--- config.mk ---
export PLATFORM = sky130hd
export DESIGN_NAME = serial_alu_ctrl
export DESIGN_NICKNAME = d
export VERILOG_FILES = /design/src/rtl/alu_pkg.sv /design/src/rtl/shreg_r.sv /design/src/rtl/serial_alu_ctrl.sv
export SDC_FILE = /design/constraint.sdc
export NUM_CORES = 1
export LEC_CHECK = 0
export BUFFER_PORTS_ARGS = -buffer_cell sky130_fd_sc_hd__buf_2
export CORE_MARGIN = 2
export CORE_UTILIZATION = 45
export DETAILED_ROUTE_END_ITERATION = 10
export PLACE_DENSITY = 0.65
export SYNTH_ARGS = -nofsm -noshare
export SYNTH_HDL_FRONTEND = slang
export SYNTH_SLANG_ARGS = --single-unit
--- constraint.sdc ---
create_clock -name clk -period 1.33 [get_ports clk]
set_input_delay 0.1995 -clock clk [delete_from_list [all_inputs] [get_ports clk]]
set_output_delay 0.1995 -clock clk [all_outputs]
set_load 0.01 [all_outputs]
--- src/rtl/alu_pkg.sv ---
// rtl/alu_pkg.sv - shared encodings for the bit-serial ALU sequencer
// Purpose: FSM state encoding, arithmetic op codes and the op-field bit
//          index that selects arithmetic mode.
// Ports:   none (package).
package alu_pkg;

  typedef enum logic [1:0] {
    IDLE = 2'd0,
    RUN  = 2'd1,
    DONE = 2'd2
  } state_e;

  // op[ARIT_BIT]=1 selects the adder path; op[0] then picks SUB over ADD.
  localparam int         ARIT_BIT = 2;
  localparam logic [2:0] OP_ADD   = 3'b100;
  localparam logic [2:0] OP_SUB   = 3'b101;

endpackage

--- src/rtl/shreg_r.sv ---
// rtl/shreg_r.sv - WIDTH-bit right-shift register with parallel load
// Purpose: holds an operand or the collected result; load has priority
//          over shift, and shifting pulls sin_i into the MSB.
// Ports:   clk, reset (sync, active-high)
//          load_i, d_i   parallel load
//          shift_i, sin_i right shift with serial input
//          q_o           register contents (q_o[0] is the next bit out)
module shreg_r #(
  parameter int WIDTH = 8
) (
  input  logic             clk,
  input  logic             reset,
  input  logic             load_i,
  input  logic             shift_i,
  input  logic [WIDTH-1:0] d_i,
  input  logic             sin_i,
  output logic [WIDTH-1:0] q_o
);

  logic [WIDTH-1:0] q_q;

  always_ff @(posedge clk) begin
    if (reset) begin
      q_q <= '0;
    end else if (load_i) begin
      q_q <= d_i;
    end else if (shift_i) begin
      q_q <= {sin_i, q_q[WIDTH-1:1]};
    end
  end

  assign q_o = q_q;

endmodule

--- src/rtl/serial_alu_ctrl.sv ---
// rtl/serial_alu_ctrl.sv - bit-serial sequencer around a 1-bit ALU slice
// Purpose: feeds operands LSB-first to an external 1-bit slice, loops the
//          slice carry back, collects result bits and produces Z/C/V flags.
// Ports:   clk, reset (sync, active-high)
//          start, op[2:0], opa, opb   request side; ready high in IDLE
//          done, result, flag_z/c/v   completion side; done is a 1-cycle pulse
//          slice_a/b/cin/arit/s       drive to slice (0 outside RUN)
//          slice_out, slice_cout      combinational return from slice
//          abort                      only when SERIAL_ALU_ABORT_EN is defined
import alu_pkg::*;

module serial_alu_ctrl #(
  parameter int WIDTH = 8
) (
  input  logic             clk,
  input  logic             reset,
`ifdef SERIAL_ALU_ABORT_EN
  input  logic             abort,
`endif
  input  logic             start,
  input  logic [2:0]       op,
  input  logic [WIDTH-1:0] opa,
  input  logic [WIDTH-1:0] opb,
  output logic             ready,
  output logic             done,
  output logic [WIDTH-1:0] result,
  output logic             flag_z,
  output logic             flag_c,
  output logic             flag_v,
  output logic             slice_a,
  output logic             slice_b,
  output logic             slice_cin,
  output logic             slice_arit,
  output logic [1:0]       slice_s,
  input  logic             slice_out,
  input  logic             slice_cout
);

  localparam int             CW   = $clog2(WIDTH);
  localparam logic [CW-1:0]  LAST = CW'(WIDTH - 1);

  state_e           state_q, state_d;
  logic [CW-1:0]    cnt_q, cnt_d;
  logic [2:0]       op_q;
  logic             carry_q, prev_c_q;
  logic [WIDTH-1:0] result_q;
  logic             flag_z_q, flag_c_q, flag_v_q, done_q;
  logic [WIDTH-1:0] a_sh, b_sh, res_sh;

  logic accept, running, shift_en, abort_run, sub;

  assign accept  = (state_q == IDLE) && start;
  assign running = (state_q == RUN);
  assign sub     = op_q[ARIT_BIT] & op_q[0];

`ifdef SERIAL_ALU_ABORT_EN
  assign abort_run = running & abort;
`else
  assign abort_run = 1'b0;
`endif

  assign shift_en = running & ~abort_run;

  shreg_r #(.WIDTH(WIDTH)) u_a_sh (
    .clk(clk), .reset(reset), .load_i(accept), .shift_i(shift_en),
    .d_i(opa), .sin_i(1'b0), .q_o(a_sh)
  );

  shreg_r #(.WIDTH(WIDTH)) u_b_sh (
    .clk(clk), .reset(reset), .load_i(accept), .shift_i(shift_en),
    .d_i(opb), .sin_i(1'b0), .q_o(b_sh)
  );

  // Result register is cleared on accept so a fresh word is collected.
  shreg_r #(.WIDTH(WIDTH)) u_res_sh (
    .clk(clk), .reset(reset), .load_i(accept), .shift_i(shift_en),
    .d_i('0), .sin_i(slice_out), .q_o(res_sh)
  );

  // Only bit 0 of the operand registers reaches the slice.
  logic unused_sh;
  assign unused_sh = ^{a_sh[WIDTH-1:1], b_sh[WIDTH-1:1]};

  always_comb begin
    state_d    = state_q;
    cnt_d      = cnt_q;
    slice_a    = 1'b0;
    slice_b    = 1'b0;
    slice_cin  = 1'b0;
    slice_arit = 1'b0;
    slice_s    = 2'b00;
    unique case (state_q)
      IDLE: begin
        if (start) begin
          state_d = RUN;
          cnt_d   = '0;
        end
      end
      RUN: begin
        slice_a    = a_sh[0];
        slice_b    = b_sh[0] ^ sub;   // SUB feeds ~B; the +1 comes via carry
        slice_cin  = carry_q;
        slice_arit = op_q[ARIT_BIT];
        slice_s    = op_q[1:0];
        if (abort_run) begin
          state_d = IDLE;
        end else begin
          cnt_d = cnt_q + CW'(1);
          if (cnt_q == LAST) begin
            state_d = DONE;
          end
        end
      end
      DONE: begin
        state_d = IDLE;
      end
      default: begin
        state_d = IDLE;
      end
    endcase
  end

  always_ff @(posedge clk) begin
    if (reset) begin
      state_q  <= IDLE;
      cnt_q    <= '0;
      op_q     <= '0;
      carry_q  <= 1'b0;
      prev_c_q <= 1'b0;
      result_q <= '0;
      flag_z_q <= 1'b0;
      flag_c_q <= 1'b0;
      flag_v_q <= 1'b0;
      done_q   <= 1'b0;
    end else begin
      state_q <= state_d;
      cnt_q   <= cnt_d;
      done_q  <= 1'b0;
      if (accept) begin
        op_q     <= op;
        carry_q  <= op[ARIT_BIT] & op[0];
        prev_c_q <= 1'b0;
      end
      if (shift_en) begin
        // prev_c ends up as the carry into the MSB, needed for overflow.
        prev_c_q <= carry_q;
        carry_q  <= slice_cout;
      end
      // Result, flags and done are registered together so done marks valid data.
      if (state_q == DONE) begin
        result_q <= res_sh;
        flag_z_q <= (res_sh == '0);
        flag_c_q <= op_q[ARIT_BIT] & carry_q;
        flag_v_q <= op_q[ARIT_BIT] & (prev_c_q ^ carry_q);
        done_q   <= 1'b1;
      end
    end
  end

  assign ready  = (state_q == IDLE);
  assign done   = done_q;
  assign result = result_q;
  assign flag_z = flag_z_q;
  assign flag_c = flag_c_q;
  assign flag_v = flag_v_q;

endmodule

==> parameters.txt <==
Parameter                              Value

Clock tree
  Clock transition at path regs ... 0.09 ns
  Maximum root-to-sink buffer count ... 2
  Count of hold-fix buffers inserted at cts ... 0
  Clk sinks ... 46
  TritonCTS clock tree ... built
  TritonCTS buffer count ... 5
  Clock latency of the later-clocked register in the worst-skew pair ... 0.30 ns
  Number of H-tree levels ... 2
  CTS Root Cell ... sky130_fd_sc_hd__clkbuf_8

GRT
  Total congestion overflow ... 0
  Number of antenna violations at the first check in global routing ... 0
  Pin count of the biggest net entering global routing ... 17
  Number of global-route vias before repair ... 1603
  GRT Overall Usage ... 18.0%
  First-pass GRT wire length ... 7180 um

Setup path
  Critical setup path kind ... reg -> out
  Required time worst endpoint ... 1.13 ns
  Biggest fanout along the worst timing path ... 4
  Setup slack, reg-to-reg ... 0.05 ns
  Startpoint class of the critical path ... register
  Arrival time worst endpoint ... 1.19 ns
  End of the worst register-to-register path ... u_b_sh.q_o[6]
  Reg-to-reg critical path startpoint ... state_q[1]
  Element type at the critical path end ... output pin
  Length in cells of the worst reg-to-reg path ... 5

Placed design
  Instance area at placement ... 0.00232 mm^2
  Post-placement setup slack ... 0.0759 ns
  Estimated wirelength of the detail-placed design ... 2860 um
  Routability Congestion ... 0.744
  Count of input and output buffers ... 42

STA
  Portion of the clock cycle consumed by the worst path in the final layout ... 105%
  Final Hold Slack ... 0.127 ns
  Setup repair after global routing missed its margin ... yes
  Number of pins with negative max-slew slack in the final report ... 0
  Final worst-path setup slack ... -0.0641 ns
  Worst Clk Skew ... 0.00698 ns
  Actual transition at the worst max-transition pin ... 0.307 ns
  Endpoints failing hold ... 0
  Final setup fails ... 6
  Top achievable clock speed ... 0.717 GHz
  Clock period minus final worst setup slack ... 1.39 ns
  Worst relative slew slack ... 79.5%

Yosys
  Post-synthesis net count ... 263
  Cell area after synthesis ... 0.00195 mm^2
  Distinct cell type count of the synthesized netlist ... 33
  Post-Synthesis Cells ... 237
  Post-Syn Area per Cell ... 8.23 um^2
  FF+latch count, synth ... 46
  Sequential area share after synthesis ... 47.2%
  Yosys warnings ... 0

Hold path
  Hold endpoint ... u_res_sh.q_o[7]
  Worst min-delay path startpoint ... slice_out
  WHS Path Cells ... 3
  Hold/Removal Path Class ... in -> reg

Floorplan
  Initial Util ... 47.7%
  Area of the core ... 0.00409 mm^2
  Height of the chip ... 69.8 um
  Width of the die ... 69.8 um
  Die outline area ... 0.00487 mm^2
  Io pins ... 43
  Cell row count ... 23

Final layout
  Antenna fix cells ... 0
  Final-layout fill cell count ... 373
  Area overhead of the layout relative to synthesis ... 30.7%
  Net count of the finished layout ... 319
  Summed area of non-filler cells in the final layout ... 0.00255 mm^2
  Share of cells above drive strength 1 ... 32.7%

Route
  Number of detailed-route iterations in the first pass ... 4
  Number of vias per cell after detailed routing ... 5.02
  DRC errors left ... 0
  Routed len/inst ... 12.1 um
  1st-iter DRT viols ... 57
  Via Count ... 1728
  Antenna Nets Post-Route ... 0
  Total routed wirelength ... 4170 um

Power
  Leakage power ... 1.04 nW
  Power density over the cells ... 1150 mW/mm^2
  Design Power ... 2.93 mW
  Worst vdd rail ir drop ... 0.579 mV

Run
  Max-cap violation count ... 0

Outcome
  Violated checks ... negative setup slack
  Run status ... complete, but fails checks
-- stage by stage --
step	setup TNS, ns	instances	util (%)
final	-0.311	344	62.4
after global routing	-0.637	344	62.4
after CTS	-0.406	344	61.4
after detailed placement	0	332	56.8
after global placement	0	332	56.8
after floorplan	0	237	-
-- worst max path at each step --
stage | slack [ns] | from | to | depth (start not counted)
floorplan | 0.11 | state_q[0] | u_b_sh.q_o[1] | 4
global placement | 0.1 | state_q[0] | u_res_sh.q_o[2] | 3
detailed placement | 0.08 | state_q[1] | u_b_sh.q_o[6] | 5
CTS | -0.08 | state_q[1] | slice_b | 5
global route | -0.11 | state_q[1] | slice_b | 5
finish | -0.06 | state_q[1] | slice_b | 5
-- synthesized netlist by cell type --
library cell	count	area (um^2)
sky130_fd_sc_hd__a211oi_1	7	52.6
sky130_fd_sc_hd__a211oi_2	5	62.6
sky130_fd_sc_hd__a21o_1	1	7.51
sky130_fd_sc_hd__a21oi_1	41	205
sky130_fd_sc_hd__a22oi_1	1	7.51
sky130_fd_sc_hd__a311oi_2	1	15.0
sky130_fd_sc_hd__and2_1	5	31.3
sky130_fd_sc_hd__and2b_1	1	7.51
sky130_fd_sc_hd__buf_2	4	20.0
sky130_fd_sc_hd__buf_4	6	45.0
sky130_fd_sc_hd__buf_6	2	22.5
sky130_fd_sc_hd__clkbuf_1	6	22.5
sky130_fd_sc_hd__dfxtp_1	46	921
sky130_fd_sc_hd__ha_1	2	25.0
sky130_fd_sc_hd__inv_1	1	3.75
sky130_fd_sc_hd__nand2_1	61	229
sky130_fd_sc_hd__nand2b_1	4	25.0
sky130_fd_sc_hd__nand3_1	7	35.0
sky130_fd_sc_hd__nand4b_1	1	8.76
sky130_fd_sc_hd__nor2_1	21	78.8
sky130_fd_sc_hd__nor2b_1	1	6.26
sky130_fd_sc_hd__nor3_1	1	5.00
sky130_fd_sc_hd__nor3b_1	1	7.51
sky130_fd_sc_hd__nor3b_4	1	18.8
sky130_fd_sc_hd__nor4_1	2	12.5
sky130_fd_sc_hd__o21a_1	1	7.51
sky130_fd_sc_hd__o21ba_2	1	10.0
sky130_fd_sc_hd__o21bai_1	1	7.51
sky130_fd_sc_hd__o221a_2	1	11.3
sky130_fd_sc_hd__or3b_1	1	8.76
sky130_fd_sc_hd__or3b_4	1	11.3
sky130_fd_sc_hd__xnor2_1	1	8.76
sky130_fd_sc_hd__xor2_1	1	8.76
-- kinds of logic (layout without fill, tap and decap cells) --
group           count (synthesis)  in the layout  share of synthesized area, %
flops                          46             46                          47.2
xor+xnor                        2              2                         0.899
buf+inv                        19             76                          5.84
simple gates                  108            108                          24.9
fa+ha+maj                       2              2                          1.28
compound gates                 60             60                          19.8
-- what timing repair did --
action | in CTS | in global routing
gates resized for setup | 10 | 13
cloned | 1 | 0
hold endpoints to repair | 0 | 0
setup endpoints to repair | 6 | 14
buffers inserted | 4 | 2
pin swaps | 6 | 1
-- state kept, by name, summed over array words and instances (netlist names) --
register      flops
carry_q           1
cnt_q             3
done              1
flag_c            1
flag_v            1
flag_z            1
op_q              3
prev_c_q          1
result            8
state_q           2
u_a_sh.q_o        8
u_b_sh.q_o        8
u_res_sh.q_o      8
-- metal layers --
layer | part of all wire [%] | up-vias | GRT usage (%)
li1 | - | 909 | -
met1 | 50 | 778 | 24.4
met2 | 44 | 35 | 28.3
met3 | 4.2 | 6 | 4.36
met4 | 1.3 | 0 | 5.98
met5 | 0 | - | 0
-- layout by cell type, fill, tap and decap left out, drive strengths merged, types with 2 or more instances in the layout --
cell type and instances:
buf 67, nand2 61, dfxtp 46, a21oi 41, nor2 21, a211oi 12
nand3 7, clkbuf 5, and2 5, nand2b 4, nor4 2, ha 2
clkinvlp 2, or3b 2, nor3b 2
-- worst max-delay path: stages (launching register included) --
cell,delay (ns)
sky130_fd_sc_hd__dfxtp_2,0.34
sky130_fd_sc_hd__buf_6,0.11
sky130_fd_sc_hd__nand2b_4,0.15
sky130_fd_sc_hd__buf_12,0.13
sky130_fd_sc_hd__nor2_4,0.07
sky130_fd_sc_hd__buf_6,0.10
-- area by class of cell --
cell class,count,area [um^2],share of cell area [%]
sequential,46,923,36.2
clock buffer,5,68.8,2.70
multi-input combinational,172,951,37.3
timing repair buffer,67,494,19.4
inverter,1,3.75,0.147
clock inverter,3,45.0,1.77
tap,50,62.6,2.45
-- power breakdown --
group | switching (mW) | leakage [nW] | internal (mW)
Combinational | 0.208 | 0.609 | 0.208
Clock | 0.486 | 0.0504 | 0.559
Sequential | 0.0347 | 0.376 | 1.44
(Power assumes the default switching activity.)
